File: src/rtl/dso_capture_ctrl.sv
// dso_capture_ctrl: capture controller sitting behind the trigger handshake.
// Generates the decimated sample strobe, writes samples circularly into the
// capture RAM, arms the trigger block once enough pre-trigger history is
// stored, counts post-trigger samples and reports completion.
// Optional feature macro: DSO_TRIG_ADDR_EN adds the trig_addr output
// (address of the first post-trigger sample).
`timescale 1ns/1ps

module dso_capture_ctrl #(
  parameter int ADDR_W = 9,
  parameter int DEC_W  = 4
) (
  input  logic              clk,
  input  logic              rst_n,
  input  logic              capture_start,
  input  logic              capture_ack,
  input  logic [DEC_W-1:0]  decimator,
  input  logic [ADDR_W-1:0] trig_pos,
  input  logic              triggered,
  output logic              armed,
  output logic              set_capture_done,
  output logic              capture_done,
  output logic              wrt_smpl,
  output logic [ADDR_W-1:0] waddr,
  output logic [ADDR_W-1:0] trace_end,
  output logic              busy
`ifdef DSO_TRIG_ADDR_EN
  ,
  output logic [ADDR_W-1:0] trig_addr
`endif
);

  // Decimation counter must cover the largest exponent: 2**DEC_W - 1 bits.
  localparam int CNT_W = (1 << DEC_W) - 1;
  // DEPTH expressed in the ADDR_W+1 bit arithmetic used by the sample count.
  localparam logic [ADDR_W:0] DEPTH_C = {1'b1, {ADDR_W{1'b0}}};

  typedef enum logic [1:0] {IDLE, WAIT_TRG, SAMP, DONE} state_t;

  state_t            state_reg, state_next;
  logic [CNT_W-1:0]  dec_cnt_reg;
  logic [CNT_W-1:0]  strb_mask;
  logic [DEC_W-1:0]  dec_reg;
  logic [ADDR_W-1:0] tp_reg;
  logic [ADDR_W-1:0] waddr_reg;
  logic [ADDR_W-1:0] post_cnt_reg;
  logic [ADDR_W-1:0] trace_end_reg;
  logic [ADDR_W:0]   smpl_cnt_reg;
  logic              armed_reg;
  logic              set_done_reg;
  logic              cap_done_reg;
  logic              strb;
  logic              post_full;
  logic              arm_cond;
  logic              start_ok;

  // Strobe when the low 'decimator' bits of the counter are all ones.
  assign strb_mask = ~({CNT_W{1'b1}} << dec_reg);
  assign strb      = ((dec_cnt_reg & strb_mask) == strb_mask);
  assign post_full = (post_cnt_reg == tp_reg);
  // Sum cannot overflow ADDR_W+1 bits: at most (DEPTH-1) + DEPTH.
  assign arm_cond  = (({1'b0, tp_reg} + smpl_cnt_reg) >= DEPTH_C);
  assign start_ok  = (state_reg == IDLE) && capture_start;

  // Only wrt_smpl is combinational: the strobe gated by the state register.
  // The final SAMP cycle (post count reached) performs no write.
  assign wrt_smpl = strb && ((state_reg == WAIT_TRG) ||
                             ((state_reg == SAMP) && !post_full));

  assign busy             = (state_reg == WAIT_TRG) || (state_reg == SAMP);
  assign armed            = armed_reg;
  assign set_capture_done = set_done_reg;
  assign capture_done     = cap_done_reg;
  assign waddr            = waddr_reg;
  assign trace_end        = trace_end_reg;

  // State register.
  always_ff @(posedge clk or negedge rst_n) begin
    if (!rst_n) state_reg <= IDLE;
    else        state_reg <= state_next;
  end

  // Next-state decode; capture_start is only looked at in IDLE.
  always_comb begin
    state_next = state_reg;
    case (state_reg)
      IDLE:     if (capture_start)          state_next = WAIT_TRG;
      WAIT_TRG: if (armed_reg && triggered) state_next = SAMP;
      SAMP:     if (post_full)              state_next = DONE;
      DONE:     if (capture_ack)            state_next = IDLE;
      default:                              state_next = IDLE;
    endcase
  end

  // Counters, address generation and registered handshake outputs.
  always_ff @(posedge clk or negedge rst_n) begin
    if (!rst_n) begin
      dec_cnt_reg   <= '0;
      dec_reg       <= '0;
      tp_reg        <= '0;
      waddr_reg     <= '0;
      post_cnt_reg  <= '0;
      smpl_cnt_reg  <= '0;
      trace_end_reg <= '0;
      armed_reg     <= 1'b0;
      set_done_reg  <= 1'b0;
      cap_done_reg  <= 1'b0;
    end else begin
      set_done_reg <= 1'b0;
      if (start_ok) begin
        dec_cnt_reg  <= '0;
        waddr_reg    <= '0;
        smpl_cnt_reg <= '0;
        post_cnt_reg <= '0;
        tp_reg       <= trig_pos;
        dec_reg      <= decimator;
      end
      if (busy) dec_cnt_reg <= dec_cnt_reg + 1'b1;
      if (wrt_smpl) begin
        waddr_reg <= waddr_reg + 1'b1;
        if (smpl_cnt_reg != DEPTH_C) smpl_cnt_reg <= smpl_cnt_reg + 1'b1;
        if (state_reg == SAMP) post_cnt_reg <= post_cnt_reg + 1'b1;
      end
      // Armed latches while waiting and holds through SAMP until completion.
      armed_reg <= ((state_reg == WAIT_TRG) && (armed_reg || arm_cond)) ||
                   ((state_reg == SAMP) && !post_full);
      if ((state_reg == SAMP) && post_full) begin
        set_done_reg  <= 1'b1;
        cap_done_reg  <= 1'b1;
        trace_end_reg <= waddr_reg - 1'b1;
      end
      if ((state_reg == DONE) && capture_ack) cap_done_reg <= 1'b0;
    end
  end

`ifdef DSO_TRIG_ADDR_EN
  logic [ADDR_W-1:0] trig_addr_reg;
  assign trig_addr = trig_addr_reg;

  // Capture the address the first post-trigger sample will be written to.
  always_ff @(posedge clk or negedge rst_n) begin
    if (!rst_n) begin
      trig_addr_reg <= '0;
    end else if (start_ok) begin
      trig_addr_reg <= '0;
    end else if ((state_reg == WAIT_TRG) && armed_reg && triggered) begin
      trig_addr_reg <= wrt_smpl ? (waddr_reg + 1'b1) : waddr_reg;
    end
  end
`endif

endmodule
File: config.mk
export PLATFORM = sky130hd
export DESIGN_NAME = dso_capture_ctrl
export DESIGN_NICKNAME = d
export VERILOG_FILES = /design/src/rtl/dso_capture_ctrl.sv
export SDC_FILE = /design/constraint.sdc
export NUM_CORES = 1
export LEC_CHECK = 0
export ABC_AREA = 1
export CORE_MARGIN = 4
export CORE_UTILIZATION = 52
export CTS_BUF_LIST = sky130_fd_sc_hd__clkbuf_16
export DETAILED_ROUTE_END_ITERATION = 6
export PLACE_DENSITY_LB_ADDON = 0.08
export SYNTH_ARGS = -nofsm -noshare
export SYNTH_HDL_FRONTEND = slang
export SYNTH_SLANG_ARGS = --single-unit
File: constraint.sdc
create_clock -name clk -period 1.8 [get_ports clk]
set_input_delay 0.18 -clock clk [delete_from_list [all_inputs] [get_ports clk]]
set_output_delay 0.18 -clock clk [all_outputs]
set_load 0.005 [all_outputs]
==> results.cfg <==
[yosys]
async_flop_share_pct = 100.0
ys_top_cells_by_area = dfrtp_1 (41%), nand2_1 (14%), nand3_1 (7.1%)
yosysSeqAreaShare_pct = 40.63
syn_area_um2 = 4312
synthFlopType = dfrtp_1
yosys-top-cells-count = nand2_1 (160), dfrtp_1 (70), nand3_1 (61)
synth_top_cell_by_area = dfrtp_1
syn_area_per_cell_um2 = 7.672
synth-edff-count = 0
syn_nets = 600
yosysMostFrequentCell = nand2_1
synth_top_area_share_pct = 40.63
netlist_instances = 562
yosysWarnings = 0
synth_cell_types = 39
ys_ff_latch = 70

[setup_path]
r2r_cells = 11
worst_ep_required_time_ns = 1.62
arrival_ns = 1.71
cp_max_fo = 3
cp-end-kind = output port
path_class = flip-flop to output port
worstSetupStartpointType = flip-flop

[sta]
tightest_slew_ns = 0.3966
slew_violations = 0
maxSlewHeadroom_pct = 73.36
rsz0062_at_grt = true
finClkSkew_ns = 0.003318
fmax_ghz = 0.5305
post-route-min-period_ns = 1.885
hold_violations = 0
fin_ws_ns = -0.08501
whs_ns = 0.3784
finalCritPeriodShare_pct = 104.7
setup_violations = 2

[floorplanning]
fp.dieH_um = 99.06
die_x_um = 99.06
num_io_pins = 41
start_util_pct = 54.66
core_area_um2 = 7888
dieArea_um2 = 9813
rows = 32

[clocking]
cts_sinks = 70
insertion_delay_ns = 0.33
cts_buffers = 9
cts_root_buf = clkbuf_16
cts_buffer_depth = 2
cts_tree = done
h-tree-depth = 3
clkSlewWorstSetupHoldPaths_ns = 0.06

[final_layout]
fin_cells = 761
n_antenna_cell = 0
fin_area_um2 = 5564
largest_reg_flops = 15
nets = 692
fillers = 659
drive_above_1_share_pct = 18.97
register_area_um2 = 1754
area_growth_pct = 29.05
multi_input_comb_area_um2 = 2325

[detailed_routing]
wl_per_cell_um = 13.59
drtIter0Drc = 185
totalWireLength_um = 10340
route.detailed.drc = 0
vias = 3963
ant_nets = 0
via_per_inst = 5.208
dr.pass1.iters = 4

[placement]
port_buffers = 40
dp_cells = 736
hpwlAfterDp_um = 7260
gp_congestion = 0.8393
post_dp_cell_area_um2 = 5139

[pwr]
p_leak_nw = 2.725
p_per_area_nw_per_um2 = 1238
total_power_mw = 6.889
irDropWorstVdd_mv = 0.7834

[job]
maxCapViolCount = 0

[global_routing]
grt_max_degree = 71
grt_use_total_pct = 21.38
antenna_found_initial = 0
overflow = 0
grt_pass1_wl_um = 17120
grt_pass1_vias = 3761

[min_path]
holdCritPathClass = input port to flip-flop
hold_depth = 3

[outcome]
failed_checks = setup timing
outcome = complete, but fails checks
final timing paths:
kind                                      startpoint                        end  slack, ns
max                           dec_reg[2]$_DFFE_PN0P_                   wrt_smpl      -0.09
min in group asynchronous                      rst_n  smpl_cnt_reg[4]$_DFF_PN0_       0.41
min reg2reg                 trace_end[7]$_DFFE_PN0P_   trace_end[7]$_DFFE_PN0P_       0.48
max in group asynchronous                      rst_n     dec_reg[3]$_DFFE_PN0P_       1.09
max reg2reg                post_cnt_reg[3]$_DFF_PN0_   trace_end[0]$_DFFE_PN0P_          0
min                                      trig_pos[4]      tp_reg[4]$_DFFE_PN0P_       0.38
metal layers:
metal  up-vias  wire, um  GRT usage, %  part of all wire, %
met4         0       145         7.038                  1.4
li1       2016         -             -                    -
met1      1854      4883         28.85                   47
met2        80      4914         35.12                   48
met3        13       396         3.326                  3.8
met5         -         0             0                    0
logic make-up (layout without fill, tap and decap cells):
kind of cell / Yosys count / in the layout / share of synthesized area [%]
mux: 1 / 1 / 0.2322
flops: 70 / 70 / 40.63
compound gates: 57 / 57 / 7.139
buf+inv: 75 / 172 / 7.254
fa+ha+maj: 20 / 20 / 5.804
xor+xnor: 28 / 28 / 5.688
simple gates: 311 / 311 / 33.26
what timing repair did:
action                                  CTS  global route
pin swaps                                 6            20
gates resized for setup                   9            30
buffers inserted                          1             6
endpoints found under the hold margin    70             0
gates cloned                              0             1
endpoints found under the setup margin   18            40
hold buffers                              1             0
worst max-delay path: stages (launching register included):
cell      delay (ns)
dfrtp_1         0.40
buf_4           0.15
o21ai_0         0.16
o211ai_1        0.12
nor2_1          0.15
nand2_2         0.08
nor2_4          0.09
nand2_2         0.07
inv_2           0.07
buf_6           0.09
power by group:
part | switching (mW) | total, mW | internal (mW)
Clock | 0.690 | 1.61 | 0.919
Sequential | 0.322 | 2.25 | 1.93
Combinational | 1.64 | 3.03 | 1.39
Total | 2.65 | 6.89 | 4.24
final cells by class:
cell class	instances	area share, %
Multi-Input combinational cell	417	41.78
Sequential cell	70	31.53
Clock inverter	7	0.7421
Clock buffer	9	4.048
Tap cell	102	2.294
Inverter	57	3.913
Timing Repair inverter	1	0.1349
Timing Repair Buffer	98	15.56
stage by stage:
stage | util, % | setup WS [ns] | TNS [ns]
detailed placement | 65.15 | -0.1150 | -0.3357
CTS | 68.85 | -0.06338 | -0.06338
finish | 70.54 | -0.08501 | -0.08943
global route | 70.54 | -0.2115 | -2.709
floorplan | - | 0.003033 | 0
global placement | 65.15 | -0.06245 | -0.06245
cell usage in the layout, fill, tap and decap left out, types with 2 or more instances in the layout:
cell type / n
a21oi_1: 11
buf_12: 2
buf_4: 53
buf_6: 3
clkbuf_16: 9
clkdlybuf4s50_1: 37
clkinv_1: 3
clkinv_2: 3
clkinvlp_4: 5
dfrtp_1: 68
dfrtp_2: 2
ha_1: 18
inv_1: 47
inv_2: 7
nand2_1: 152
nand2_2: 10
nand2_4: 2
nand3_1: 59
nand3_2: 12
nand3b_1: 8
nand4_1: 7
nor2_1: 36
nor2_2: 4
nor2_4: 2
nor3_1: 13
nor3_2: 2
nor4_1: 2
o21ai_0: 30
o21ai_1: 6
o21ai_2: 2
xnor2_1: 12
xnor2_2: 2
xor2_1: 14
No activity file was read; power rests on OpenSTA's default activity.
